File: config.mk
export PLATFORM = sky130hd
export DESIGN_NAME = pipeline_mem_arbiter_flat
export DESIGN_NICKNAME = d
export VERILOG_FILES = /design/src/rtl/pipeline_mem_arbiter_if.sv /design/src/rtl/pipeline_mem_arbiter.sv /design/src/flat_wrapper.sv
export SDC_FILE = /design/constraint.sdc
export NUM_CORES = 1
export LEC_CHECK = 0
export CORE_ASPECT_RATIO = 0.5
export CORE_UTILIZATION = 43
export CTS_CLUSTER_DIAMETER = 100
export CTS_CLUSTER_SIZE = 16
export DETAILED_ROUTE_END_ITERATION = 6
export PLACE_DENSITY = 0.85
export SLEW_MARGIN = 20
export SYNTH_ARGS = -nofsm -noshare
export SYNTH_HDL_FRONTEND = slang
export SYNTH_SLANG_ARGS = --single-unit
File: constraint.sdc
create_clock -name clk -period 2.5 [get_ports clk]
set_input_delay 0.5 -clock clk [delete_from_list [all_inputs] [get_ports clk]]
set_output_delay 0.5 -clock clk [all_outputs]
set_load 0.02 [all_outputs]
File: src/rtl/pipeline_mem_arbiter_if.sv
// pipeline_mem_arbiter_if
//   Shared memory bus between the arbiter and the cache/physical memory.
//   master : arbiter side (drives strobes, address, write data, byte enables)
//   slave  : memory side  (drives read data and the completion pulse)
//   mem_read/mem_write  strobes, at most one high
//   mem_mbe             byte enables
//   mem_addr/mem_wdata  address and write data
//   mem_rdata           read word
//   mem_resp            one-cycle completion pulse
interface pipeline_mem_arbiter_if;
  logic        mem_read;
  logic        mem_write;
  logic [3:0]  mem_mbe;
  logic [31:0] mem_addr;
  logic [31:0] mem_wdata;
  logic [31:0] mem_rdata;
  logic        mem_resp;

  modport master (
    output mem_read, mem_write, mem_mbe, mem_addr, mem_wdata,
    input  mem_rdata, mem_resp
  );

  modport slave (
    input  mem_read, mem_write, mem_mbe, mem_addr, mem_wdata,
    output mem_rdata, mem_resp
  );
endinterface

File: src/rtl/pipeline_mem_arbiter.sv
// pipeline_mem_arbiter
//   Arbitrates the fetch (inst_*) and load/store (data_*) ports onto one
//   shared memory bus. All outputs are registered. Simultaneous requests
//   alternate between the ports; a sticky watchdog flags a memory that
//   takes TIMEOUT or more cycles to answer.
// Ports
//   clk, reset        clock; asynchronous active-low reset
//   inst_read/addr    fetch request, held until inst_resp
//   inst_resp/rdata   one-cycle completion pulse and fetched word
//   data_read/write   load/store request, held until data_resp
//   data_mbe/addr/wdata  store byte enables, address, store data
//   data_resp/rdata   one-cycle completion pulse and load word
//   mem               shared memory bus (master side)
//   mem_timeout       sticky watchdog flag
module pipeline_mem_arbiter #(
  parameter int TIMEOUT = 255
) (
  input  logic                          clk,
  input  logic                          reset,
  input  logic                          inst_read,
  input  logic [31:0]                   inst_addr,
  output logic                          inst_resp,
  output logic [31:0]                   inst_rdata,
  input  logic                          data_read,
  input  logic                          data_write,
  input  logic [3:0]                    data_mbe,
  input  logic [31:0]                   data_addr,
  input  logic [31:0]                   data_wdata,
  output logic                          data_resp,
  output logic [31:0]                   data_rdata,
  pipeline_mem_arbiter_if.master        mem,
  output logic                          mem_timeout
);

  localparam logic [15:0] TO_LIMIT = 16'(TIMEOUT);

  typedef enum logic [1:0] {IDLE = 2'd0, BUSY = 2'd1, RESP = 2'd2} state_e;
  typedef enum logic       {OWN_INST = 1'b0, OWN_DATA = 1'b1} owner_e;

  state_e      state_q, state_d;
  owner_e      grant_q, last_q;
  logic [15:0] cnt_q;

  logic        inst_pend, data_pend;
  logic        pick_data, grant_wr;
  logic        do_grant, do_done, do_wait;
  logic [15:0] cnt_nxt;

  // state register
  always_ff @(posedge clk or negedge reset) begin
    if (!reset) state_q <= IDLE;
    else        state_q <= state_d;
  end

  // next-state logic
  always_comb begin
    state_d = state_q;
    case (state_q)
      IDLE:    if (inst_pend || data_pend) state_d = BUSY;
      BUSY:    if (mem.mem_resp)           state_d = RESP;
      RESP:    state_d = IDLE;
      default: state_d = IDLE;
    endcase
  end

  // output/decode logic feeding the registered datapath
  always_comb begin
    inst_pend = inst_read;
    data_pend = data_read || data_write;
    // DATA wins a tie unless it was served last, so ties alternate
    pick_data = data_pend && (!inst_pend || last_q != OWN_DATA);
    grant_wr  = pick_data && data_write;
    do_grant  = (state_q == IDLE) && (inst_pend || data_pend);
    do_done   = (state_q == BUSY) && mem.mem_resp;
    do_wait   = (state_q == BUSY) && !mem.mem_resp;
    cnt_nxt   = (cnt_q == 16'hFFFF) ? cnt_q : cnt_q + 16'd1;
  end

  always_ff @(posedge clk or negedge reset) begin
    if (!reset) begin
      grant_q       <= OWN_INST;
      last_q        <= OWN_INST;
      cnt_q         <= '0;
      mem_timeout   <= 1'b0;
      mem.mem_read  <= 1'b0;
      mem.mem_write <= 1'b0;
      mem.mem_mbe   <= '0;
      mem.mem_addr  <= '0;
      mem.mem_wdata <= '0;
      inst_resp     <= 1'b0;
      inst_rdata    <= '0;
      data_resp     <= 1'b0;
      data_rdata    <= '0;
    end else begin
      if (do_grant) begin
        grant_q       <= pick_data ? OWN_DATA : OWN_INST;
        mem.mem_read  <= !grant_wr;
        mem.mem_write <= grant_wr;
        mem.mem_mbe   <= grant_wr ? data_mbe : 4'hF;
        mem.mem_addr  <= pick_data ? data_addr : inst_addr;
        mem.mem_wdata <= data_wdata;
        cnt_q         <= '0;
      end
      if (do_wait) begin
        cnt_q <= cnt_nxt;
        // set on the edge the count reaches the limit, not one later
        if (cnt_nxt >= TO_LIMIT) mem_timeout <= 1'b1;
      end
      if (do_done) begin
        mem.mem_read  <= 1'b0;
        mem.mem_write <= 1'b0;
        last_q        <= grant_q;
        if (grant_q == OWN_DATA) begin
          data_resp  <= 1'b1;
          data_rdata <= mem.mem_rdata;
        end else begin
          inst_resp  <= 1'b1;
          inst_rdata <= mem.mem_rdata;
        end
      end
      if (state_q == RESP) begin
        inst_resp <= 1'b0;
        data_resp <= 1'b0;
      end
    end
  end

endmodule

File: src/flat_wrapper.sv
// flat-port wrapper written by rule: the top's interface ports become plain ports
module pipeline_mem_arbiter_flat 
#(
  parameter int TIMEOUT = 255
)
  (clk, reset, inst_read, inst_addr, inst_resp, inst_rdata, data_read, data_write, data_mbe, data_addr, data_wdata, data_resp, data_rdata, mem_timeout, mem_mem_read, mem_mem_write, mem_mem_mbe, mem_mem_addr, mem_mem_wdata, mem_mem_rdata, mem_mem_resp);
  pipeline_mem_arbiter_if mem_i ();
  input  logic clk;
  input  logic reset;
  input  logic inst_read;
  input  logic [31:0] inst_addr;
  output logic inst_resp;
  output logic [31:0] inst_rdata;
  input  logic data_read;
  input  logic data_write;
  input  logic [3:0] data_mbe;
  input  logic [31:0] data_addr;
  input  logic [31:0] data_wdata;
  output logic data_resp;
  output logic [31:0] data_rdata;
  output logic mem_timeout;
  output wire logic [$bits(mem_i.mem_read)-1:0] mem_mem_read;
  output wire logic [$bits(mem_i.mem_write)-1:0] mem_mem_write;
  output wire logic [$bits(mem_i.mem_mbe)-1:0] mem_mem_mbe;
  output wire logic [$bits(mem_i.mem_addr)-1:0] mem_mem_addr;
  output wire logic [$bits(mem_i.mem_wdata)-1:0] mem_mem_wdata;
  input wire logic [$bits(mem_i.mem_rdata)-1:0] mem_mem_rdata;
  input wire logic [$bits(mem_i.mem_resp)-1:0] mem_mem_resp;
  assign mem_mem_read = mem_i.mem_read;
  assign mem_mem_write = mem_i.mem_write;
  assign mem_mem_mbe = mem_i.mem_mbe;
  assign mem_mem_addr = mem_i.mem_addr;
  assign mem_mem_wdata = mem_i.mem_wdata;
  assign mem_i.mem_rdata = mem_mem_rdata;
  assign mem_i.mem_resp = mem_mem_resp;
  pipeline_mem_arbiter #(.TIMEOUT(TIMEOUT)) u_core (.clk(clk), .reset(reset), .inst_read(inst_read), .inst_addr(inst_addr), .inst_resp(inst_resp), .inst_rdata(inst_rdata), .data_read(data_read), .data_write(data_write), .data_mbe(data_mbe), .data_addr(data_addr), .data_wdata(data_wdata), .data_resp(data_resp), .data_rdata(data_rdata), .mem(mem_i), .mem_timeout(mem_timeout));
endmodule
==> metrics.md <==
| Metric | Value |
|---|---|
| PwrDens | `about 1300 mW/mm^2` |
| Detail Placement HPWL | `13300 microns` |
| Startpoint type of the worst setup path | `flop` |
| Synth warn | `0` |
| Sequential fraction of the synthesis area | `approximately 60%` |
| Initial antenna violation count | `0` |
| Core area | `0.0147 sq mm` |
| Clock Tree Buf Depth | `2` |
| WL final | `18200 microns` |
| P_leak | `4.53 nW` |
| Crit path largest cell delay | `approximately 0.6 ns` |
| Setup CP Type | `reg2reg` |
| Slew of the pin with the lowest slew margin | `0.538 ns` |
| P&R area growth vs syn | `56.9%` |
| Clk pin slew, worst setup/hold paths | `0.07 ns` |
| Crit path depth | `7` |
| Vias in the first global route | `between 5000 and 6000` |
| FMAX | `418 MHz` |
| CP Cell Sequence | `ha_2, nand4_4, or4_4, and4_4, xnor2_2, nor4_1, o32a_1` |
| Crit path DAT | `2.69 ns` |
| Fin. max-slew vios | `0` |
| Hold/Removal Path Class | `in2async` |
| Fin. Hold Viols | `0` |
| Total global routing track utilization | `23.1%` |
| First-pass GRT wire length | `27800 microns` |
| Detail-routed net length per standard cell | `between 15 and 20 microns` |
| Final setup skew | `0.0138 ns` |
| Placed insts | `between 1000 and 1500` |
| Synth Instances | `approximately 570` |
| Gr ovfl total | `0` |
| Synth Cell Area | `0.00653 sq mm` |
| Worst endpoint required time | `between 2 and 3 ns` |
| Die X | `176 microns` |
| Drt drc | `0` |
| Site Rows | `31` |
| Crit-path slowest cell | `or4_4` |
| Fin cells | `1058` |
| Synthesized flop and latch total | `between 150 and 200` |
| VDD IR-drop max | `about 750 uV` |
| Outcome | `finished clean` |
| Setup bufs post-CTS | `0` |
| Grt met3 use | `roughly 5.1%` |
| CTS root buffer | `clkbuf_16` |
| DRT Pass-1 Iters | `4` |
| Die area | `0.0157 sq mm` |
| RSZ-0062 raised after global routing | `false` |
| CTS Buf Count | `17` |
| Synth Area per Inst | `11.4 sq um` |
| Antenna-violating nets left | `0` |
| Worst R2R Path Depth | `7` |
| Worst slew margin | `between 60% and 70%` |
| GRT busiest layer | `met2` |
| Htree depth | `4` |
| Final period utilization | `95.8%` |
| I/O pin total | `275` |
| DR vias | `5331` |
| 1st-iter DRT viols | `311` |
| Reg-to-Reg Start | `u_core.cnt_q[1]$_DFFE_PN0P_` |
| Main flop type after synthesis | `dfrtp_1` |
| Routability cong. | `0.881` |
| Met1 GRT Util | `27.4%` |
| Fin nets | `986` |
| Port buffer count | `roughly 270` |
| Vias/cell | `5.04` |
| Final setup vio count | `0` |
| Syn_nets | `710` |
| Top Family by Delay on Critical Path | `simple AND/OR/NAND/NOR gates` |
| Worst-skew pair later-pin latency | `0.41 ns` |
| Maxcap violations | `0` |
| Tmin final | `2.39 ns` |
| Fin Setup TNS | `0 ns` |
| Async SR Flop Fraction | `100%` |
| Initial Util | `44.5%` |
| CTS tree | `done` |
| Number of synthesized flops with an enable pin | `0` |
| Share of cells above drive strength 1 | `about 14%` |
| Die height | `89.1 microns` |
| Met2 global-route usage | `41.4%` |
| R2R Setup Slk | `0.11 ns` |
| Largest net degree at the start of global routing | `65` |
| Antenna diodes | `0` |
| Synth cell types | `51` |
| Clock tree sinks | `about 160` |
| CP Max Fanout | `7` |
| Critical R2R Capture | `u_core.mem_timeout$_DFFE_PN0P_` |
| CP bufs+invs | `0` |
| CP Capture Type | `flop` |
==> cell usage in the layout (no fill, tap or decap), types with 2 or more instances in the layout <==
| cell type | instances |
|---|---|
| xnor2_1 | 2 |
| nand4_1 | 3 |
| o21ai_0 | 37 |
| nor3_1 | 3 |
| nor2_1 | 12 |
| bufinv_16 | 3 |
| o22a_1 | 4 |
| clkbuf_16 | 17 |
| clkdlybuf4s50_1 | 273 |
| a41oi_1 | 2 |
| o32a_1 | 2 |
| clkinv_4 | 4 |
| a21oi_1 | 6 |
| nand3_1 | 9 |
| nand2_1 | 157 |
| mux2_2 | 65 |
| a211oi_1 | 2 |
| inv_8 | 3 |
| inv_1 | 4 |
| mux2i_1 | 35 |
| inv_6 | 3 |
| o211a_1 | 3 |
| buf_4 | 7 |
| nand2b_1 | 3 |
| dfrtp_1 | 157 |
| a31oi_1 | 4 |
| buf_12 | 7 |
==> how the worst max path moves through the flow <==
stage	startpoint	to	slack [ns]
global route	u_core.cnt_q[1]$_DFFE_PN0P_	u_core.mem_timeout$_DFFE_PN0P_	0.02
detailed placement	u_core.cnt_q[1]$_DFFE_PN0P_	u_core.mem_timeout$_DFFE_PN0P_	0.11
floorplan	u_core.cnt_q[0]$_DFFE_PN0P_	u_core.mem_timeout$_DFFE_PN0P_	0.18
finish	u_core.cnt_q[1]$_DFFE_PN0P_	u_core.mem_timeout$_DFFE_PN0P_	0.11
CTS	u_core.cnt_q[1]$_DFFE_PN0P_	u_core.mem_timeout$_DFFE_PN0P_	0.06
global placement	u_core.cnt_q[1]$_DFFE_PN0P_	u_core.mem_timeout$_DFFE_PN0P_	0.19
==> final cells by class <==
type,instances,area (sq um)
multi-input cells,379,2480
inverters,4,15.0
fillers,1035,4420
well taps,198,248
flip-flops and latches,157,3930
clock inverters,14,201
repair buffers,288,2940
clock buffers,18,429
==> per-stage QoR <==
| step | hold WS, ns | total power [mW] | instance area [sq um] | setup WS, ns | utilization [%] |
|---|---|---|---|---|---|
| floorplan | 0.204 | 7.60 | 6530 | 0.183 | - |
| global placement | 0.457 | 10.7 | 9610 | 0.187 | 65.5 |
| detailed placement | 0.461 | 10.9 | 9610 | 0.111 | 65.5 |
| CTS | 0.0584 | 13.7 | 10200 | 0.0640 | 69.8 |
| global route | 0.0721 | 14.3 | 10200 | 0.0178 | 69.9 |
| finish | 0.0456 | 13.6 | 10200 | 0.106 | 69.9 |
==> state kept, by name, indices dropped and copies added, names as in the netlist, 2 cells and up <==
signal                flops
u_core.cnt_q             16
u_core.inst_rdata        32
u_core.data_rdata        32
u_core.state_q            2
u_core.mem.mem_addr      32
u_core.mem.mem_wdata     32
u_core.mem.mem_mbe        4
==> cell families after synthesis <==
family	after synthesis	share of synthesized area [%]
AOI/OAI and AO/OA	73	7.05
xor gates and xnor gates	4	0.652
adders and majority gates	1	0.192
buffers and inverters	35	2.15
DFF	157	60.2
muxes	100	16.6
and+or+nand+nor	201	13.2
==> layer usage <==
layer	up-vias	part of all wire [%]
li1	2507	-
met4	0	2.9
met2	134	53
met3	48	3.8
met5	-	0
met1	2642	40
==> synth_stat cells, types with 2 or more instances <==
master | instances | area share [%]
a41oi_1 | 2 | 0.27
o21ai_0 | 37 | 2.8
a211oi_1 | 2 | 0.23
nand4_1 | 3 | 0.29
nor2_1 | 13 | 0.75
nand2_1 | 157 | 9.0
mux2i_1 | 35 | 5.4
a31oi_1 | 4 | 0.38
nand2b_1 | 3 | 0.29
clkbuf_1 | 26 | 1.5
nand3_1 | 9 | 0.69
dfrtp_1 | 157 | 60
o22a_1 | 4 | 0.54
inv_1 | 4 | 0.23
a21oi_1 | 6 | 0.46
mux2_2 | 65 | 11
o211a_1 | 3 | 0.46
xnor2_1 | 2 | 0.27
o32a_1 | 2 | 0.31
nor3_1 | 3 | 0.23
buf_1 | 3 | 0.17
o31ai_1 | 2 | 0.23
==> power by group <==
| group | switching, mW | internal [mW] |
|---|---|---|
| sequential | 0.668 | 3.72 |
| combinational | 3.31 | 3.17 |
| clock | 1.12 | 1.62 |
| total | 5.09 | 8.51 |
==> worst register-to-register path: stages, from the launching register on <==
cell     delay, ns
dfrtp_1       0.45
ha_2          0.30
nand4_4       0.16
or4_4         0.61
and4_4        0.24
xnor2_2       0.13
nor4_1        0.06
o32a_1        0.33
==> repair_timing <==
| action | in CTS | in global routing |
|---|---|---|
| setup endpoints to repair | 0 | 1 |
| resized for setup | 0 | 1 |
| hold buffers | 0 | 0 |
No activity file was read; power rests on OpenSTA's default activity.
